`src/rtl/stream_calc_pkg.sv`:
```
`default_nettype none
// ============================================================================
// Module      : stream_calc_pkg
// Description : Shared opcode / error-code encodings and default sizing for
//               the streaming calculator.
// Revision    : 1.0 - initial release
// ============================================================================
package stream_calc_pkg;

    localparam int c_default_width = 8;
    localparam int c_default_depth = 8;

    // Fractional bits used by the fixed-point divide (Q4.4 for 8-bit data)
    localparam int c_frac_bits = 4;

    typedef enum logic [2:0] {
        OP_ADD  = 3'd0,
        OP_SUB  = 3'd1,
        OP_MUL  = 3'd2,
        OP_DIV  = 3'd3,
        OP_FDIV = 3'd4,
        OP_PUSH = 3'd5,
        OP_POP  = 3'd6,
        OP_INV  = 3'd7
    } op_e;

    typedef enum logic [2:0] {
        ERR_NONE      = 3'd0,
        ERR_BAD_OP    = 3'd1,
        ERR_UNDERFLOW = 3'd2,
        ERR_OVERFLOW  = 3'd3,
        ERR_DIV_ZERO  = 3'd4
    } err_e;

    // Opcodes 0..4 consume two operands and produce one
    function automatic logic is_binary(input op_e op);
        return (op == OP_ADD) || (op == OP_SUB) || (op == OP_MUL) ||
               (op == OP_DIV) || (op == OP_FDIV);
    endfunction

endpackage
`default_nettype wire

```
`src/rtl/stream_calc_alu.sv`:
```
`default_nettype none
// ============================================================================
// Module      : stream_calc_alu
// Description : Combinational arithmetic core. Computes R = Y op X and flags
//               a zero divisor for the two divide opcodes.
// Revision    : 1.0 - initial release
// ============================================================================
module stream_calc_alu
    import stream_calc_pkg::*;
#(
    parameter int WIDTH = c_default_width
) (
    input  logic [WIDTH-1:0] i_x,
    input  logic [WIDTH-1:0] i_y,
    input  op_e              i_op,
    output logic [WIDTH-1:0] o_r,
    output logic             o_div_zero
);

    localparam int c_fdiv_w = WIDTH + c_frac_bits;

    logic [WIDTH-1:0]    w_safe_x;
    logic [WIDTH-1:0]    w_quot;
    logic [c_fdiv_w-1:0] w_fdiv_num;
    logic [c_fdiv_w-1:0] w_fdiv_den;
    logic [c_fdiv_w-1:0] w_fdiv_quot;

    // Divisor forced to 1 when zero so the divider never sees X/0; the
    // result is discarded in that case because the divide-by-zero error wins.
    always_comb begin
        o_div_zero  = (i_x == '0);
        w_safe_x    = o_div_zero ? WIDTH'(1) : i_x;
        w_quot      = i_y / w_safe_x;
        w_fdiv_num  = {i_y, {c_frac_bits{1'b0}}};
        w_fdiv_den  = {{c_frac_bits{1'b0}}, w_safe_x};
        w_fdiv_quot = w_fdiv_num / w_fdiv_den;
    end

    // Opcode select; arithmetic wraps modulo 2^WIDTH
    always_comb begin
        o_r = '0;
        case (i_op)
            OP_ADD:  o_r = i_y + i_x;
            OP_SUB:  o_r = i_y - i_x;
            OP_MUL:  o_r = i_y * i_x;
            OP_DIV:  o_r = w_quot;
            OP_FDIV: o_r = w_fdiv_quot[WIDTH-1:0];
            default: o_r = '0;
        endcase
    end

endmodule
`default_nettype wire

```
`src/rtl/stream_calc.sv`:
```
`default_nettype none
// ============================================================================
// Module      : stream_calc
// Description : Streaming calculator around a circular operand FIFO. Each
//               applied cycle pushes, pops, or folds the two oldest entries
//               into one result appended at the tail. Errors are sticky and
//               freeze all state until reset. DEPTH must be a power of two
//               and at least 2.
// Revision    : 1.0 - initial release
// ============================================================================
module stream_calc
    import stream_calc_pkg::*;
#(
    parameter int WIDTH = c_default_width,
    parameter int DEPTH = c_default_depth
) (
    input  logic                     clk,
    input  logic                     rst,
    input  logic                     apply,
    input  logic [WIDTH-1:0]         in,
    input  logic [2:0]               op,
    output logic [WIDTH-1:0]         result,
    output logic                     valid,
    output logic [$clog2(DEPTH):0]   count,
    output logic                     empty,
    output logic                     full,
    output logic                     err,
    output logic [2:0]               err_code
);

    localparam int c_ptr_w = $clog2(DEPTH);
    localparam int c_cnt_w = $clog2(DEPTH) + 1;

    localparam logic [c_ptr_w-1:0] c_ptr_one = c_ptr_w'(1);
    localparam logic [c_ptr_w-1:0] c_ptr_two = c_ptr_w'(2);
    localparam logic [c_cnt_w-1:0] c_cnt_one = c_cnt_w'(1);
    localparam logic [c_cnt_w-1:0] c_cnt_two = c_cnt_w'(2);
    localparam logic [c_cnt_w-1:0] c_cnt_max = c_cnt_w'(DEPTH);

    logic [WIDTH-1:0]   r_mem [DEPTH];
    logic [c_ptr_w-1:0] r_head;
    logic [c_ptr_w-1:0] r_tail;
    logic [c_cnt_w-1:0] r_count;
    logic [WIDTH-1:0]   r_result;
    logic               r_valid;
    logic               r_err;
    err_e               r_err_code;

    op_e                w_op;
    logic               w_binary;
    logic [WIDTH-1:0]   w_x;
    logic [WIDTH-1:0]   w_y;
    logic [WIDTH-1:0]   w_alu_r;
    logic               w_div_zero;
    err_e               w_err_code;
    logic               w_accept;
    logic               w_exec;
    logic               w_fault;

    assign w_op     = op_e'(op);
    assign w_binary = is_binary(w_op);

    // X is the oldest entry, Y the one behind it
    assign w_x = r_mem[r_head];
    assign w_y = r_mem[r_head + c_ptr_one];

    stream_calc_alu #(
        .WIDTH (WIDTH)
    ) u_alu (
        .i_x        (w_x),
        .i_y        (w_y),
        .i_op       (w_op),
        .o_r        (w_alu_r),
        .o_div_zero (w_div_zero)
    );

    // Error classification in fixed priority order for the current opcode
    always_comb begin
        w_err_code = ERR_NONE;
        if (w_op == OP_INV) begin
            w_err_code = ERR_BAD_OP;
        end else if (((w_op == OP_POP) && (r_count == '0)) ||
                     (w_binary && (r_count < c_cnt_two))) begin
            w_err_code = ERR_UNDERFLOW;
        end else if ((w_op == OP_PUSH) && (r_count == c_cnt_max)) begin
            w_err_code = ERR_OVERFLOW;
        end else if (((w_op == OP_DIV) || (w_op == OP_FDIV)) && w_div_zero) begin
            w_err_code = ERR_DIV_ZERO;
        end
    end

    // Once an error has latched, apply is ignored entirely
    assign w_accept = apply && !r_err;
    assign w_exec   = w_accept && (w_err_code == ERR_NONE);
    assign w_fault  = w_accept && (w_err_code != ERR_NONE);

    // FIFO storage write: pushed operand or freshly computed result at the tail.
    // When full, a binary op writes the slot at head, which is being consumed
    // this same cycle, so no live entry is overwritten.
    always_ff @(posedge clk) begin
        if (w_exec && (w_op != OP_POP)) begin
            r_mem[r_tail] <= (w_op == OP_PUSH) ? in : w_alu_r;
        end
    end

    // Pointers, occupancy, result register and sticky error state
    always_ff @(posedge clk or posedge rst) begin
        if (rst) begin
            r_head     <= '0;
            r_tail     <= '0;
            r_count    <= '0;
            r_result   <= '0;
            r_valid    <= 1'b0;
            r_err      <= 1'b0;
            r_err_code <= ERR_NONE;
        end else begin
            r_valid <= 1'b0;
            if (w_exec) begin
                case (w_op)
                    OP_PUSH: begin
                        r_tail  <= r_tail + c_ptr_one;
                        r_count <= r_count + c_cnt_one;
                    end
                    OP_POP: begin
                        r_result <= w_x;
                        r_valid  <= 1'b1;
                        r_head   <= r_head + c_ptr_one;
                        r_count  <= r_count - c_cnt_one;
                    end
                    default: begin
                        r_result <= w_alu_r;
                        r_valid  <= 1'b1;
                        r_head   <= r_head + c_ptr_two;
                        r_tail   <= r_tail + c_ptr_one;
                        r_count  <= r_count - c_cnt_one;
                    end
                endcase
            end else if (w_fault) begin
                r_err      <= 1'b1;
                r_err_code <= w_err_code;
            end
        end
    end

    assign result   = r_result;
    assign valid    = r_valid;
    assign count    = r_count;
    assign empty    = (r_count == '0);
    assign full     = (r_count == c_cnt_max);
    assign err      = r_err;
    assign err_code = r_err_code;

endmodule
`default_nettype wire

```
`config.mk`:
```
export PLATFORM = sky130hd
export DESIGN_NAME = stream_calc
export DESIGN_NICKNAME = d
export VERILOG_FILES = /design/src/rtl/stream_calc_pkg.sv /design/src/rtl/stream_calc_alu.sv /design/src/rtl/stream_calc.sv
export SDC_FILE = /design/constraint.sdc
export NUM_CORES = 1
export LEC_CHECK = 0
export ABC_AREA = 1
export CAP_MARGIN = 10
export CORE_MARGIN = 4
export CORE_UTILIZATION = 55
export DETAILED_ROUTE_END_ITERATION = 8
export DONT_BUFFER_PORTS = 1
export PLACE_DENSITY = 0.71
export RECOVER_POWER = 50
export SYNTH_ARGS = -nofsm -noshare
export SYNTH_HDL_FRONTEND = slang
export SYNTH_HIERARCHICAL = 1
export SYNTH_SLANG_ARGS = --single-unit
```
`constraint.sdc`:
```
create_clock -name clk -period 25 [get_ports clk]
set_input_delay 5 -clock clk [delete_from_list [all_inputs] [get_ports clk]]
set_output_delay 5 -clock clk [all_outputs]
set_load 0.02 [all_outputs]
```
Yosys cells after proc, flatten, opt, wreduce, memory -nomap -nowiden
Memories as Yosys holds them, arrays and structs flattened.
Index checks and enable logic that the tools add are counted.
{ "op_classes": {"bitwise_logic": 3, "muxes": 14, "reduce_logical": 23, "order_cmp": 1, "multipliers": 1, "n_div": 2, "n_addsub": 7, "eq_ne": 9} }
{ "ops": {"columns": ["cell", "n"], "rows": [
  ["$pmux W8 S5", 1],
  ["$mux W8", 2],
  ["$pmux W8 S2", 1],
  ["$div A12 B8 Y12", 1],
  ["$eq A3 B3 Y1 const B", 4],
  ["$mux W3", 4],
  ["$add A8 B8 Y8", 1],
  ["$div A8 B8 Y8", 1],
  ["$logic_and A1 B1 Y1", 8],
  ["$logic_not A8 Y1", 1],
  ["$mul A8 B8 Y8", 1],
  ["$sub A8 B8 Y8", 1],
  ["$add A3 B1 Y3 const B", 2],
  ["$eq A3 B2 Y1 const B", 2],
  ["$logic_not A3 Y1", 2],
  ["$logic_or A1 B1 Y1", 6],
  ["$pmux W3 S2", 1],
  ["$reduce_and A2 Y1", 3],
  ["$add A4 B1 Y4 const B", 1],
  ["$eq A4 B4 Y1 const B", 1],
  ["$logic_not A4 Y1", 1],
  ["$lt A4 B2 Y1 const B", 1],
  ["$mux W1", 4],
  ["$mux W4", 1],
  ["7 further kinds", 9]
]} }
{ "word_totals": {"in_bits": 14, "wordCells": 68, "mem_bits_rw": 64, "reg_bits": 23, "n_memories": 1} }
{ "mem_list": {"columns": ["name", "words", "width", "rd", "rd_clocked_by_memory_dff", "wr", "line", "rtl"], "rows": [
  ["r_mem", 8, 8, 2, 0, 1, "stream_calc.sv:40", "logic [WIDTH-1:0] r_mem [DEPTH];"]
]} }

Depth between registers and ports, before layout
{ "depth": {"depth_word": 14, "depth_mapped": 148} }

By module
Netlist, hierarchy kept.
{ "by_module_without_submodules": {"columns": ["module", "cells_each", "seq_area_each_um2", "instances", "area_each_um2"], "rows": [
  ["stream_calc_alu", 791, 0.0, 1, 4984.8],
  ["stream_calc", 555, 2497.4, 1, 4657.0]
]} }

Worst setup path after synthesis
Ideal clock, no wire load.
{ "synth_timing": {"path_kind": "input -> register", "startpoint": "input op[0]", "endpoint": "memory r_mem[0][0] in the netlist's numbering, data pin", "arrival_time_ns": 20.861, "slack_ns": 3.856, "t_required_ns": 24.717, "path_stages": 131, "setup_time_ns": 0.283, "path_cell_list": "inv_1 > nand3_2 > clkinv_1 > nand2_1 > a31oi_1 > ha_1 > inv_1 > nor2_1 > o21ai_0 > o21ai_0 > ha_1 > nand2_2 > nand2_1 > nand2_2 > nand2_4 > nand2_4 > nand2_1 > nand2_1 > [... 95 more ...] > nand2_1 > inv_1 > nand3_4 > nor2_8 > buf_12 > nand2_2 > o21ai_2 > ha_1 > a21oi_1 > nor2_1 > a211oi_1 > o21bai_1 > a41oi_1 > nand2_1 > nand2_1 > nand3_1 > nand2_1 > nand2_1"} }
{ "synth_lines": {"columns": ["item", "line", "rtl"], "rows": [
  ["start: declaration", "stream_calc.sv:21", "input logic [2:0] op,"],
  ["end: declaration", "stream_calc.sv:40", null]
]} }

==> qor.yml <==
critical_path:
  path_buf_inv: 13
  crit_path_start: "op[0]"
  cpMostUsedCell: "nand2_1"
  cp-end-kind: "flip-flop"
  r2r_start: "r_head[0]"
  reg2reg_depth: 131
  cp_num_cells: 124
  crit_family: "compound AO/OA/AOI/OAI gates"
  timing_worst_setup_path_type: "primary input to flip-flop"
  slowest_delay_ns: 0.36
  cp_slowest_cell: "ha_1"
  crit_path_end: "r_mem[4][0]"
  worstPathMaxFanout: 18
  regToRegSetupSlack_ns: 4.16
  worstPathArrival_ns: 22.65
  r2r-end: "r_mem[4][0]"
  required_ns: 25.04
  crit_path_start_kind: "primary input"
logic_synthesis:
  synth_edf_count: 64
  synthesis.area_mm2: 0.009642
  netlist_instances: 1346
  avgSynthCellArea_um2: 7.163
  yosysSeqAreaShare_pct: 25.90
  yosys_warnings: 6
  synth-seq-cells: 87
  synth_async_sr_flop_share_pct: 26.44
  synth_cell_types: 50
  synth_ff_type: "edfxtp_1"
  syn_nets: 1466
floorplan:
  die_x_um: 140.4
  initial_core_util_pct: 55.94
  io-pin-count: 33
  die_area_mm2: 0.01971
  die_h_um: 140.4
  rows: 48
  core_mm2: 0.01724
routing:
  drc: 0
  drt_iter0_markers: 497
  vias: 8532
  viasPerCell: 5.476
  dr.pass1.iters: 5
  wl_per_cell_um: 15.72
  drt.antenna.violating_nets: 0
  drt-total-wl_um: 24490
sta:
  relSlewSlack_pct: 26.28
  setup_ws_ns: 2.390
  period_minus_slack_ns: 22.61
  rsz0062_at_grt: "no"
  whs_ns: 0.5501
  tightest_slew_ns: 1.102
  fmax_mhz: 44.23
  fin_tns_setup_ns: 0
  slew_viol_final: 0
  finalHoldViolCount: 0
  setup_viol: 0
  timing.final.crit_share_pct: 90.44
  skew_ns: 0.007583
min_path:
  hold_class: "flip-flop to flip-flop"
placed_design:
  gp_congestion: 0.8922
  dp_slack_ns: 2.279
  dpl.cell_count: 1542
  numPortBuffers: 0
  hpwl_um: 18310
finish:
  drive_gt1_share_pct: 8.177
  fillers: 1622
  nets: 1448
  instances_no_fill: 1558
  syn2layout_area_growth_pct: 4.308
  insertedDiodeCount: 0
clock_tree:
  cts-hold-fix-buffers: 0
  clkTransAtPathRegs_ns: 0.06
  htree_levels: 3
  cts_root_buffer: "clkbuf_16"
  insertion_delay_ns: 0.34
  cts_resized: 0
  cts_buffers: 9
  cts_sinks: 87
  cts_setup_buffers: 0
  tritoncts: "built"
  cts_max_path_buffers: 2
global_routing:
  antenna_found_initial: 0
  grt_usage_pct: 25.36
  grt_pass1_vias: 8322
  grt_overflow: 0
  grt_max_degree: 84
  grt_pass1_wl_um: 40500
outcome:
  outcome: "finished, final reports clean"
power:
  ir_worst_vdd_uv: 199.7
  power_density_mw_per_mm2: 111.3
  total_leakage_power_nw: 5.266
job:
  maxCapViolations: 0
## cell families (layout without fill, tap and decap cells)
family	after synthesis	in the layout	synth area share (%)
buf+inv	238	225	9.849
simple gates	655	655	31.44
fa+ha+maj	106	106	14.85
xor+xnor	64	64	5.814
compound gates	196	196	12.15
flops	87	87	25.90
## cell usage after synthesis, types with 2 or more instances
library cell / n / share of area, %
a31oi_1: 13 / 0.84
o21ai_1: 13 / 0.67
nand2_1: 398 / 15
buf_6: 3 / 0.35
a211oi_1: 2 / 0.16
nand3_4: 2 / 0.36
a21o_1: 13 / 1.0
o221ai_1: 4 / 0.36
clkbuf_1: 17 / 0.66
o21ai_0: 71 / 3.7
clkinv_1: 4 / 0.16
nor2_2: 5 / 0.32
nor2_4: 6 / 0.70
dfrtp_1: 23 / 6.0
nand3_2: 10 / 1.0
a21oi_1: 44 / 2.3
nand2_4: 11 / 1.3
buf_1: 6 / 0.23
nand3_1: 87 / 4.5
o211ai_1: 17 / 1.3
or2_2: 14 / 0.91
buf_2: 11 / 0.57
o21ai_2: 6 / 0.55
inv_2: 7 / 0.27
ha_1: 92 / 12
o21bai_1: 7 / 0.55
nand4_2: 3 / 0.39
nand4_1: 10 / 0.65
nand2_2: 24 / 1.6
inv_1: 188 / 7.3
nand3b_1: 8 / 0.62
edfxtp_1: 64 / 20
nor3_1: 3 / 0.16
xor2_1: 30 / 2.7
fa_1: 14 / 2.9
xnor2_1: 34 / 3.1
nor2_1: 60 / 2.3
and2_1: 10 / 0.65
## flip-flops by register name, summed over array words and instances (netlist names)
signal    flops
count         4
err           1
err_code      3
r_head        3
r_mem        64
r_tail        3
result        8
valid         1
## per-layer routing
layer / share of wire [%] / wire (µm) / global-route usage, %
met5: 0 / 0 / 0
met4: 3.6 / 891 / 10.50
met3: 4.9 / 1200 / 3.141
met1: 42 / 10210 / 31.10
met2: 50 / 12190 / 44.96
## worst reg2reg max path: cells and delay by family, from the launching register on
kind            cells  cell delay, ns
compound gates     37            7.04
simple gates       68            6.77
fa+ha+maj          12            3.65
buf+inv            14            2.73
flops               1            0.34
## metrics by stage
step / total power, mW / area (µm²) / util, %
3_3_place_gp: 0.9698 / 9797 / 56.84
5_1_grt: 1.241 / 10060 / 58.35
2_1_floorplan: 0.8631 / 9642 / -
6_report: 1.119 / 10060 / 58.35
3_5_place_dp: 0.9834 / 9797 / 56.84
4_1_cts: 1.117 / 10090 / 58.56
## power breakdown
group,leakage (nW),switching [mW],total [mW],internal (mW)
combinational,4.24,0.495,0.814,0.319
clock,0.145,0.0509,0.131,0.0796
sequential,0.881,0.00234,0.175,0.173
## layout by cell type (no fill, tap or decap), drive strengths merged, types with 2 or more instances in the layout
| cell | n |
|---|---|
| nor2 | 72 |
| xnor2 | 34 |
| ha | 92 |
| buf | 10 |
| clkinv | 4 |
| a31oi | 13 |
| inv | 196 |
| fa | 14 |
| xor2 | 30 |
| o21bai | 7 |
| or2 | 15 |
| nand3 | 99 |
| a21oi | 46 |
| a21o | 13 |
| clkbuf | 15 |
| nor3 | 3 |
| edfxtp | 64 |
| and2 | 10 |
| nand2 | 433 |
| nand3b | 9 |
| a211oi | 2 |
| o21ai | 91 |
| o221ai | 4 |
| nand4 | 13 |
| dfrtp | 23 |
| o211ai | 17 |
## final cells by class
cell class                      instances  area [µm²]  share of cell area [%]
Multi-Input combinational cell       1021        6158                   61.23
Sequential cell                        87        2499                   24.84
Inverter                              199       747.0                   7.427
Clock buffer                           15       290.3                   2.886
Tap cell                              225       281.5                   2.799
Timing Repair Buffer                   10       75.07                  0.7465
Clock inverter                          1       6.256                 0.06220
## worst min-delay path by stage
| stage | startpoint | endpoint | slack [ns] | cells after the start |
|---|---|---|---|---|
| after floorplan | r_tail[0] | r_tail[0] | 0.51 | 2 |
| after global placement | r_tail[1] | r_tail[1] | 0.54 | 2 |
| after detailed placement | r_tail[0] | r_tail[0] | 0.55 | 2 |
| after CTS | r_tail[0] | r_tail[0] | 0.56 | 2 |
| after global routing | r_tail[0] | r_tail[0] | 0.58 | 2 |
| final | r_tail[0] | r_tail[0] | 0.55 | 2 |
Power figures use the tool's default switching activity.
